**src/rtl/pc_gen_pkg.sv**
```systemverilog
// Shared types and helpers for the fetch-stage next-PC generator.
package pc_gen_pkg;

  typedef enum logic [1:0] {
    S_BOOT   = 2'd0,
    S_RUN    = 2'd1,
    S_BUBBLE = 2'd2
  } pc_state_e;

  localparam int PC_STEP_32 = 4;
  localparam int PC_STEP_16 = 2;

  // Without the C extension every target must be word aligned.
  function automatic logic is_misaligned(input logic c_ext, input logic addr_bit1);
    return !c_ext && addr_bit1;
  endfunction

endpackage

```
**src/rtl/pc_gen_next.sv**
```systemverilog
// Combinational redirect priority mux and PC incrementer.
module pc_gen_next
  import pc_gen_pkg::*;
#(
  parameter int XLEN  = 32,
  parameter bit C_EXT = 1'b0
) (
  input  logic [XLEN-1:0] pc,
  input  logic            advance,
  input  logic            compressed,
  input  logic            br_taken,
  input  logic [XLEN-1:0] br_target,
  input  logic            trap,
  input  logic [XLEN-1:0] trap_vec,
  output logic [XLEN-1:0] next_pc,
  output logic            take_redirect,
  output logic            misaligned
);

  localparam logic [XLEN-1:0] HALF_MASK = ~XLEN'(1);

  logic [XLEN-1:0] step;

  assign step = (C_EXT && compressed) ? XLEN'(PC_STEP_16) : XLEN'(PC_STEP_32);

  // Trap beats branch; a rejected branch leaves the PC untouched.
  always_comb begin
    next_pc       = pc;
    take_redirect = 1'b0;
    misaligned    = 1'b0;
    if (trap) begin
      next_pc       = trap_vec & HALF_MASK;
      take_redirect = 1'b1;
    end else if (br_taken) begin
      if (is_misaligned(C_EXT, br_target[1])) begin
        misaligned = 1'b1;
      end else begin
        next_pc       = br_target & HALF_MASK;
        take_redirect = 1'b1;
      end
    end else if (advance) begin
      next_pc = pc + step;
    end
  end

endmodule

```
**src/rtl/pc_gen.sv**
```systemverilog
// Fetch PC register with boot/run/bubble FSM and post-redirect flush window.
module pc_gen
  import pc_gen_pkg::*;
#(
  parameter int              XLEN             = 32,
  parameter logic [XLEN-1:0] RESET_VECTOR     = '0,
  parameter bit              C_EXT            = 1'b0,
  parameter int              REDIRECT_BUBBLES = 1
) (
  input  logic            ip_clk,
  input  logic            ip_rst_n,
  input  logic            ip_stall,
  input  logic            ip_fetch_ready,
  input  logic            ip_compressed,
  input  logic            ip_br_taken,
  input  logic [XLEN-1:0] ip_br_target,
  input  logic            ip_trap,
  input  logic [XLEN-1:0] ip_trap_vec,
  output logic [XLEN-1:0] op_pc,
  output logic            op_pc_valid,
  output logic            op_flush,
  output logic            op_misaligned
);

  localparam logic [2:0] BUBBLE_LOAD = 3'(REDIRECT_BUBBLES);

  pc_state_e       state, state_nxt;
  logic [2:0]      bub_cnt, bub_cnt_nxt;
  logic [XLEN-1:0] next_pc;
  logic            take_redirect;
  logic            misaligned;
  logic            advance;

  assign advance = (state == S_RUN) && op_pc_valid && ip_fetch_ready && !ip_stall;

  pc_gen_next #(
    .XLEN  (XLEN),
    .C_EXT (C_EXT)
  ) u_next (
    .pc            (op_pc),
    .advance       (advance),
    .compressed    (ip_compressed),
    .br_taken      (ip_br_taken),
    .br_target     (ip_br_target),
    .trap          (ip_trap),
    .trap_vec      (ip_trap_vec),
    .next_pc       (next_pc),
    .take_redirect (take_redirect),
    .misaligned    (misaligned)
  );

  // A rejected branch freezes the bubble count just like a stall does.
  always_comb begin
    state_nxt   = state;
    bub_cnt_nxt = bub_cnt;
    if (take_redirect) begin
      state_nxt   = S_BUBBLE;
      bub_cnt_nxt = BUBBLE_LOAD;
    end else begin
      case (state)
        S_BOOT:  state_nxt = S_RUN;
        S_RUN:   state_nxt = S_RUN;
        S_BUBBLE: begin
          if (!misaligned && !ip_stall) begin
            if (bub_cnt <= 3'd1) begin
              state_nxt = S_RUN;
            end else begin
              bub_cnt_nxt = bub_cnt - 3'd1;
            end
          end
        end
        default: state_nxt = S_BOOT;
      endcase
    end
  end

  always_ff @(posedge ip_clk) begin
    if (!ip_rst_n) begin
      state         <= S_BOOT;
      bub_cnt       <= 3'd0;
      op_pc         <= RESET_VECTOR;
      op_pc_valid   <= 1'b0;
      op_flush      <= 1'b0;
      op_misaligned <= 1'b0;
    end else begin
      state         <= state_nxt;
      bub_cnt       <= bub_cnt_nxt;
      op_pc         <= next_pc;
      op_pc_valid   <= (state_nxt == S_RUN);
      op_flush      <= (state_nxt == S_BUBBLE);
      op_misaligned <= misaligned;
    end
  end

endmodule

```
**config.mk**
```make
export PLATFORM = sky130hd
export DESIGN_NAME = pc_gen
export DESIGN_NICKNAME = d
export VERILOG_FILES = /design/src/rtl/pc_gen_pkg.sv /design/src/rtl/pc_gen_next.sv /design/src/rtl/pc_gen.sv
export SDC_FILE = /design/constraint.sdc
export NUM_CORES = 1
export LEC_CHECK = 0
export ABC_CLOCK_PERIOD_IN_PS = 1900
export CAP_MARGIN = 40
export CORE_MARGIN = 4
export CORE_UTILIZATION = 55
export DETAILED_ROUTE_END_ITERATION = 10
export DONT_BUFFER_PORTS = 1
export PLACE_DENSITY_LB_ADDON = 0.3
export SYNTH_ARGS = -nofsm -noshare
export SYNTH_HDL_FRONTEND = slang
export SYNTH_SLANG_ARGS = --single-unit
```
**constraint.sdc**
```tcl
create_clock -name ip_clk -period 1.9 [get_ports ip_clk]
set_input_delay 0.38 -clock ip_clk [delete_from_list [all_inputs] [get_ports ip_clk]]
set_output_delay 0.38 -clock ip_clk [all_outputs]
set_load 0.05 [all_outputs]
```
==> flow_summary.json, run 1 <==
{
  "p_leak_nw": 1.31,
  "ff2ff_setup_slack_ns": 0.04,
  "final_util_pct": 74.8,
  "hp-start": "ip_rst_n",
  "cts.htree.levels": 2,
  "n_fill_cell": 322,
  "setup_viol": 0,
  "outcome": "finished, final reports clean",
  "cp_top_family": "simple AND/OR/NAND/NOR gates",
  "grtUsageTotal_pct": 27.2,
  "cts_buffers": 5,
  "slew_viol_final": 0,
  "startpoint_type": "register",
  "max_freq_mhz": 537,
  "die_area_um2": 5890,
  "multiInputGateArea_um2": 1780,
  "ys_ff_latch": 40,
  "hold_path.class": "primary input to register",
  "syn_area_per_cell_um2": 7.72,
  "synth_flop_cell": "dfxtp_1",
  "path_buf_inv": 2,
  "grt_pass1_wl_um": 13400,
  "worst_hold_path.endpoint": "op_pc[18]$_SDFFE_PN0P_",
  "grt_pass1_vias": 2803,
  "clockBufferDepth": 2,
  "die_h_um": 76.8,
  "fin_crit_sh_pct": 98.1,
  "io_buffers": 0,
  "rr_worst_depth": 6,
  "place.detailed.hpwl_um": 6010,
  "rsz0062_at_grt": "true",
  "synth_fp_nets": 411,
  "drc": 0,
  "mappedNetlistArea_um2": 2600,
  "cap_violations": 0,
  "drtPass1Iterations": 5,
  "fp.coreArea_um2": 4470,
  "path_class": "register to register",
  "root_buffer": "clkbuf_8",
  "ir_worst_vdd_mv": 0.385,
  "worstReg2RegStart": "op_pc[8]$_SDFFE_PN0P_",
  "grt_overflow": 0,
  "wl_per_cell_um": 19.7,
  "vias_per_cell": 6.84,
  "clock-sinks": 40,
  "postSynth.asyncResetShare_pct": 0,
  "cp_max_fo": 7,
  "yosysWarningCount": 0,
  "p_per_area_nw_per_um2": 659,
  "clk_pin_slew_ns": 0.09,
  "cp.required_ns": 2.09,
  "ys_types": 54,
  "synth-edff-count": 0,
  "postRouteAntennaNets": 0,
  "worst_clock_skew_ns": 0.0146,
  "timing.rr.end": "op_pc[22]$_SDFFE_PN0P_",
  "clkLatencyLatePin_ns": 0.30,
  "insertedDiodeCount": 0,
  "num_rows": 24,
  "via_count": 3023,
  "syn2layout_area_growth_pct": 28.7,
  "place_congestion": 0.886,
  "final_cells": 442,
  "drtIter0Drc": 329,
  "relSlewSlack_pct": 58.6,
  "crit_slowest_cell": "nor4_4",
  "routed_wl_um": 8710,
  "io_pins": 106,
  "syn_inst": 337,
  "finalInstanceArea_um2": 3350,
  "final_layout_size_suffix_gt1_share_pct": 29.0,
  "cp_common_cell": "buf_4",
  "final.setup.tns_ns": 0,
  "holdPathStages": 1,
  "antenna_found_initial": 0,
  "regArea_um2": 858,
  "yosysSeqAreaShare_pct": 30.8,
  "cp-end-kind": "register",
  "dp_cells": 421,
  "fin_nets": 463,
  "worst_slew_pin_slew_ns": 0.620,
  "period_needed_ns": 1.86,
  "finalHoldViolations": 0,
  "grt_max_degree": 43,
  "cts_tree": "built",
  "arrival_ns": 2.05,
  "crit_chain": "nand4_4 -> buf_4 -> nor4_4 -> buf_4 -> nand3_1 -> a221o_1",
  "max_stage_delay_ns": 0.45,
  "fp.dieW_um": 76.8,
  "placed_area_um2": 3060,
  "initial_utilization_pct": 58.1,
  "p_total_w": 0.00221
}
## worst max path at each step
stage | cells past startpoint | to | from | slack [ns]
after floorplan | 6 | op_pc[27]$_SDFFE_PN0P_ | ip_br_taken | -0.004
after global placement | 5 | op_pc[22]$_SDFFE_PN0P_ | ip_br_taken | -0.1
after detailed placement | 5 | op_pc[22]$_SDFFE_PN0P_ | ip_br_taken | -0.11
after CTS | 6 | op_pc[11]$_SDFFE_PN0P_ | state[0]$_SDFF_PN0_ | 0.008
after global routing | 8 | op_pc[17]$_SDFFE_PN0P_ | op_pc[10]$_SDFFE_PN0P_ | -0.04
final | 6 | op_pc[22]$_SDFFE_PN0P_ | op_pc[8]$_SDFFE_PN0P_ | 0.04
## sequential cells by signal (all words and copies together) (netlist names)
name / count
state: 2
bub_cnt: 3
op_flush: 1
op_pc: 32
op_pc_valid: 1
op_misaligned: 1
## through the flow
stage | setup slack (ns) | hold WS, ns
floorplan | -0.00437 | 0.447
global placement | -0.0982 | 0.487
detailed placement | -0.115 | 0.496
CTS | 0.00757 | 0.208
global route | -0.0438 | 0.221
finish | 0.0364 | 0.213
## final cells by class
cell class              instances  area share, %
flip-flops and latches         40           25.6
clock inverters                 1          0.187
repair buffers                 65           15.6
well taps                      52           1.94
clock buffers                   7           2.58
multi-input cells             268           53.1
inverters                       9           1.01
## per-layer routing
metal  vias up  global-route usage (%)  wire length, µm
met1      1420                    33.1             3360
met3        27                    8.90              967
li1       1379                       -                -
met4         0                    7.25              169
met5         -                       0                0
met2       197                    45.9             4220
## layout by cell type, fill, tap and decap left out, types with 7 or more instances in the layout
master / instances
nand2b_1: 12
dfxtp_4: 14
buf_4: 59
dfxtp_1: 22
nand2_1: 34
inv_1: 7
nor2_1: 27
and3_1: 7
o211ai_1: 13
nand4_1: 9
nand3_1: 21
o21ai_0: 16
nor3_1: 7
a21oi_1: 29
xor2_1: 9
## cells in the mapped netlist, types with 4 or more instances
library cell,count,share of area [%]
dfxtp_1,40,31
nand2_1,35,5.1
a21oi_1,31,6.0
nor2_1,27,3.9
nand3_1,22,4.2
o21ai_0,17,3.3
clkbuf_1,16,2.3
o211ai_1,13,3.8
nand2b_1,12,2.9
nand4_1,9,2.2
xor2_1,9,3.0
a221oi_1,8,2.7
and3_1,7,1.7
inv_1,7,1.0
nor3_1,7,1.3
o22ai_1,5,1.2
a221o_1,4,1.5
a22oi_1,4,1.2
mux2i_1,4,1.5
nor4_1,4,0.96
o21a_1,4,1.2
xnor2_1,4,1.3
## worst reg2reg max path, cell delays in order, from the launching register on
cell and delay (ns):
dfxtp_4 0.37, nand4_4 0.13, buf_4 0.19, nor4_4 0.45, buf_4 0.20, nand3_1 0.11, a221o_1 0.32
## what timing repair did
action | 4_1_cts | 5_1_grt
cloned | 0 | 3
endpoints found under the setup margin | 10 | 20
gates resized for setup | 3 | 12
setup buffers | 0 | 10
hold buffers | 0 | 0
pin swaps | 0 | 8
## power breakdown
part	internal, W	switching, W	total, W
registers	0.000899	0.0000693	0.000969
clock network	0.000296	0.000305	0.000602
logic	0.000221	0.000415	0.000636
## logic make-up (layout without fill, tap and decap cells)
kind of cell | Yosys count | in the layout | share of synthesized area (%)
AND/OR/NAND/NOR | 139 | 139 | 28.7
multiplexers | 5 | 5 | 1.97
flip-flops | 40 | 40 | 30.8
AO/OA/AOI/OAI | 108 | 108 | 28.3
buffers and inverters | 29 | 82 | 4.33
XOR/XNOR | 13 | 13 | 4.38
adder cells (fa/ha/maj) | 3 | 3 | 1.44
Note: power is estimated with default switching activity, not from simulation.
==> run 2: changes to the inputs <==
- CAP_MARGIN: 40 -> unset
- CORE_MARGIN: 4 -> 5
- PLACE_DENSITY: unset -> 0.72
- PLACE_DENSITY_LB_ADDON: 0.3 -> unset
==> run 2 against run 1 <==
Compared with the run above:
- global-route usage fell by 0.36 points
- combinational power fell by 5.3%
- final cell count fell by 2.0%
- critical path type unchanged
- clock power fell by 9.6%
- count of clock-buffer cells in the layout did not move
- core utilization fell by 6.5 points
- die area rose by 5.3%
- maximum frequency rose by 1.4%
- design area fell by 4.8%
- setup slack improved by 0.026 ns
- flip-flop and latch count did not move
- sequential share of layout area rose by 1.3 points
==> flow_summary.json, run 2 (synthesized netlist as in run 1, its figures left out) <==
{
  "outcome": "finished, final reports clean",
  "wl_per_cell_um": 19.2,
  "grt_pass1_vias": 2742,
  "worstReg2RegStart": "state[1]$_SDFF_PN0_",
  "setup_viol": 0,
  "insertedDiodeCount": 0,
  "syn2layout_area_growth_pct": 22.5,
  "hp-start": "ip_rst_n",
  "p_leak_nw": 1.24,
  "startpoint_type": "register",
  "postRouteAntennaNets": 0,
  "place_congestion": 0.931,
  "period_needed_ns": 1.84,
  "dp_cells": 420,
  "worst_clock_skew_ns": 0.00815,
  "worst_hold_path.endpoint": "op_pc[18]$_SDFFE_PN0P_",
  "drtPass1Iterations": 4,
  "combPwrFrac_pct": 28.4,
  "final_layout_size_suffix_gt1_share_pct": 24.8,
  "grt_pass1_wl_um": 13400,
  "die_h_um": 78.8,
  "initial_utilization_pct": 55.8,
  "setup_ws_ns": 0.0625,
  "final_cells": 433,
  "root_buffer": "clkbuf_8",
  "switchingPower_w": 0.000760,
  "worst_slew_pin_slew_ns": 0.600,
  "cp-end-kind": "register",
  "final_common_cell": "buf_4",
  "antenna_found_initial": 0,
  "max_freq_mhz": 544,
  "n_fill_cell": 427,
  "finalHoldViolations": 0,
  "hold_ws_ns": 0.231,
  "switching_share_pct": 35.8,
  "cp.required_ns": 2.08,
  "rr_worst_depth": 5,
  "fp.dieW_um": 78.8,
  "fin_nets": 452,
  "holdPathStages": 1,
  "drtIter0Drc": 227,
  "hold_path.class": "primary input to register",
  "io_buffers": 0,
  "ir_worst_vdd_mv": 0.472,
  "clock-sinks": 40,
  "fp.coreArea_um2": 4660,
  "cp_max_fo": 12,
  "arrival_ns": 2.01,
  "grt_overflow": 0,
  "internal-power_w": 0.00136,
  "timing.rr.end": "op_pc[22]$_SDFFE_PN0P_",
  "reg.largest.list": "op_pc: 32 flops, bub_cnt: 3 flops, state: 2 flops",
  "slew_viol_final": 0,
  "cts_buffers": 5,
  "io_pins": 106,
  "pre_cts_ws_ns": -0.116,
  "largest_register_ffs": 32,
  "path_class": "register to register",
  "ff2ff_setup_slack_ns": 0.06,
  "place.detailed.hpwl_um": 6020,
  "via_count": 2772,
  "largest-register": "op_pc",
  "cts.htree.levels": 2,
  "p_seq_share_pct": 46.0,
  "routed_wl_um": 8300,
  "num_rows": 25,
  "cts_tree": "built",
  "p_per_area_nw_per_um2": 667,
  "clk_pin_slew_ns": 0.08,
  "drc": 0,
  "clockBufferDepth": 2,
  "vias_per_cell": 6.40,
  "clkLatencyLatePin_ns": 0.29,
  "grtUsageTotal_pct": 26.9,
  "fin_crit_sh_pct": 96.7,
  "grt_max_degree": 43,
  "final_cell_mix": "buf_4 (50), nand2_1 (34), a21oi_1 (31), nor2_1 (27), dfxtp_1 (22)",
  "power.share.clock_pct": 25.6,
  "cap_violations": 0,
  "die_area_um2": 6200,
  "relSlewSlack_pct": 60.0
}
run 2: cell type report:
class | count | area, µm² | share of cell area [%]
Multi-Input combinational cell | 268 | 1730 | 54.4
Clock buffer | 7 | 76.3 | 2.40
Clock inverter | 1 | 3.75 | 0.118
Timing Repair Buffer | 54 | 414 | 13.0
Tap cell | 54 | 67.6 | 2.12
Sequential cell | 40 | 858 | 26.9
Inverter | 9 | 33.8 | 1.06
run 2: critical path, stage by stage, from the launching register on:
cell	delay, ns
dfxtp_2	0.34
or4b_4	0.50
o221a_4	0.30
a221oi_2	0.18
nor2_1	0.07
a221o_1	0.34
run 2: metrics by stage:
stage / setup TNS (ns) / cell area (µm²) / total power [W] / util [%]
after floorplan: -0.00437 / 2670 / 0.00143 / -
after global placement: -0.267 / 3030 / 0.00157 / 65.0
after detailed placement: -0.417 / 3030 / 0.00158 / 65.0
after CTS: 0 / 3120 / 0.00212 / 66.9
after global routing: -0.0215 / 3190 / 0.00223 / 68.3
final: 0 / 3190 / 0.00212 / 68.3
run 2: how the worst max path moves through the flow:
stage / cells after the start / startpoint / to / slack [ns]
floorplan: 6 / ip_br_taken / op_pc[27]$_SDFFE_PN0P_ / -0.004
global placement: 5 / ip_br_taken / op_pc[22]$_SDFFE_PN0P_ / -0.09
global route: 6 / op_pc[11]$_SDFFE_PN0P_ / op_pc[21]$_SDFFE_PN0P_ / -0.01
finish: 5 / state[1]$_SDFF_PN0_ / op_pc[22]$_SDFFE_PN0P_ / 0.06
detailed placement: 5 / ip_br_taken / op_pc[22]$_SDFFE_PN0P_ / -0.12
CTS: 6 / state[1]$_SDFF_PN0_ / op_pc[12]$_SDFFE_PN0P_ / 0.03
run 2: power by group through the flow:
| stage | registers [W] | clock network [W] | logic, W |
|---|---|---|---|
| finish | 0.000977 | 0.000544 | 0.000602 |
| detailed placement | 0.000994 | 0 | 0.000586 |
| floorplan | 0.00119 | 0 | 0.000245 |
| global route | 0.000986 | 0.000597 | 0.000647 |
| CTS | 0.000976 | 0.000558 | 0.000590 |
| global placement | 0.000991 | 0 | 0.000578 |
run 2: per-layer routing:
layer  GRT usage [%]  wire (µm)
met4            8.57        102
met1            33.0       3390
met2            45.6       4060
met5               0          0
met3            7.03        747
run 2: timing repair:
action	4_1_cts	5_1_grt
pin swaps	0	7
endpoints found under the setup margin	1	21
buffers inserted	0	4
resized for setup	1	8
gates cloned	0	1
hold buffers	0	0
==> run 3: changes to the inputs <==
- CORE_ASPECT_RATIO: unset -> 0.6
==> run 3 against run 2 <==
Compared with the run above:
- sequential share of layout area is 0.93 points lower
- clock skew down 0.0044 ns
- count of clock-buffer cells in the layout decreased by 1
- highest routed layer unchanged
- critical path type unchanged
- non-clock buffer count rose by 2
- largest power group unchanged
==> flow_summary.json, run 3 (synthesized netlist as in run 1, its figures left out) <==
{
  "outcome": "finished, final reports clean",
  "arrival_ns": 2.06,
  "cp_max_fo": 10,
  "largest_register_ffs": 32,
  "largest-register": "op_pc",
  "syn2layout_area_growth_pct": 26.7,
  "switching_share_pct": 35.4,
  "p_total_w": 0.00224,
  "io_pins": 106,
  "hold_path.class": "primary input to register",
  "startpoint_type": "register",
  "grt_pass1_vias": 2655,
  "grt_overflow": 0,
  "slew_viol_final": 0,
  "path_class": "register to register",
  "relSlewSlack_pct": 59.7,
  "cp_top_family": "compound AO/OA/AOI/OAI gates",
  "switchingPower_w": 0.000793,
  "wl_per_cell_um": 19.0,
  "worst_clock_skew_ns": 0.00380,
  "ir_worst_vdd_mv": 0.565,
  "fin_crit_sh_pct": 98.3,
  "final_layout_size_suffix_gt1_share_pct": 27.0,
  "fp.dieW_um": 98.8,
  "root_buffer": "clkbuf_8",
  "grt_max_degree": 43,
  "hold_buffers": 0,
  "max_stage_delay_ns": 0.50,
  "finalInstanceArea_um2": 3290,
  "cts_buffers": 5,
  "drtIter0Drc": 226,
  "n_fill_cell": 353,
  "cap_violations": 0,
  "final.setup.tns_ns": 0,
  "internal-power_w": 0.00145,
  "hold_ws_ns": 0.219,
  "routed_wl_um": 8450,
  "dp_cells": 431,
  "place_congestion": 0.905,
  "hp-start": "ip_rst_n",
  "clk_pin_slew_ns": 0.08,
  "reg.largest.list": "op_pc: 32 flops, bub_cnt: 3 flops, state: 2 flops",
  "vias_per_cell": 6.42,
  "clock-sinks": 40,
  "drtPass1Iterations": 5,
  "path_buf_inv": 0,
  "p_leak_nw": 1.27,
  "crit_slowest_cell": "or4b_4",
  "antenna_found_initial": 0,
  "grt_pass1_wl_um": 13600,
  "crit_chain": "or4b_4 -> o221a_4 -> a221oi_2 -> nor2_1 -> a221o_1",
  "final_cell_mix": "buf_4 (52), nand2_1 (34), a21oi_1 (31), nor2_1 (26), dfxtp_1 (23)",
  "drc": 0,
  "cp-end-kind": "register",
  "p_per_area_nw_per_um2": 680,
  "fp.coreArea_um2": 4560,
  "postRouteAntennaNets": 0,
  "worst_slew_pin_slew_ns": 0.604,
  "place.detailed.hpwl_um": 6120,
  "placed_area_um2": 3070,
  "combPwrFrac_pct": 27.7,
  "crit_start": "state[1]$_SDFF_PN0_",
  "insertedDiodeCount": 0,
  "clkLatencyLatePin_ns": 0.30,
  "rsz0062_at_grt": "false",
  "die_area_um2": 6250,
  "max_freq_mhz": 535,
  "initial_utilization_pct": 57.0,
  "p_seq_share_pct": 43.3,
  "fin_nets": 454,
  "period_needed_ns": 1.87,
  "io_buffers": 0,
  "final_cells": 444,
  "cts_tree": "built",
  "die_h_um": 63.3,
  "via_count": 2850,
  "finalHoldViolations": 0,
  "clockBufferDepth": 2,
  "final_common_cell": "buf_4",
  "num_rows": 19,
  "grtUsageTotal_pct": 26.8,
  "power.share.clock_pct": 29.0,
  "setup_viol": 0,
  "cp.required_ns": 2.09,
  "worstReg2RegStart": "state[1]$_SDFF_PN0_",
  "cts.htree.levels": 2
}
run 3: path summary, 6_finish.rpt:
path,to,cells after the start,slack [ns]
max,op_pc[22]$_SDFFE_PN0P_,5,0.03
min,op_pc[4]$_SDFFE_PN0P_,2,0.22
max reg2reg,op_pc[22]$_SDFFE_PN0P_,5,0.03
min reg2reg,op_pc[3]$_SDFFE_PN0P_,2,0.52
run 3: layer usage:
metal  part of all wire (%)  global-route usage (%)  vias to the layer above
li1                       -                       -                     1361
met1                     45                    37.4                     1336
met2                     44                    40.8                      139
met3                    9.5                    7.39                       14
met4                    1.3                    6.30                        0
met5                      0                       0                        -
run 3: power groups by stage:
stage | clock network [W] | logic [W] | registers (W)
after floorplan | 0 | 0.000245 | 0.00119
after global placement | 0 | 0.000590 | 0.000986
after detailed placement | 0 | 0.000598 | 0.000987
after CTS | 0.000659 | 0.000601 | 0.000968
after global routing | 0.000700 | 0.000668 | 0.000979
final | 0.000651 | 0.000621 | 0.000970
run 3: per-stage QoR:
stage	utilization [%]	worst slack, ns
detailed placement	67.2	-0.0773
CTS	69.6	0.00766
finish	72.2	0.0322
floorplan	-	-0.00437
global route	72.2	0.00129
global placement	67.2	-0.0764
run 3: area by class of cell:
cell class / instances / area [µm²] / area share [%]
Clock buffer: 6 / 93.8 / 2.85
Clock inverter: 2 / 12.5 / 0.380
Inverter: 9 / 33.8 / 1.03
Multi-Input combinational cell: 268 / 1770 / 53.9
Sequential cell: 40 / 857 / 26.0
Tap cell: 63 / 78.8 / 2.39
Timing Repair Buffer: 56 / 444 / 13.5
run 3: worst register-to-register path, delay by kind of cell, from the launching register on:
kind	cells	cell delay, ns
flip-flops	1	0.33
AO/OA/AOI/OAI	3	0.86
AND/OR/NAND/NOR	2	0.59
run 3: timing repair:
item | 4_1_cts | 5_1_grt
endpoints found under the hold margin | 0 | 0
gates resized for setup | 0 | 16
endpoints found under the setup margin | 0 | 26
setup buffers | 0 | 5
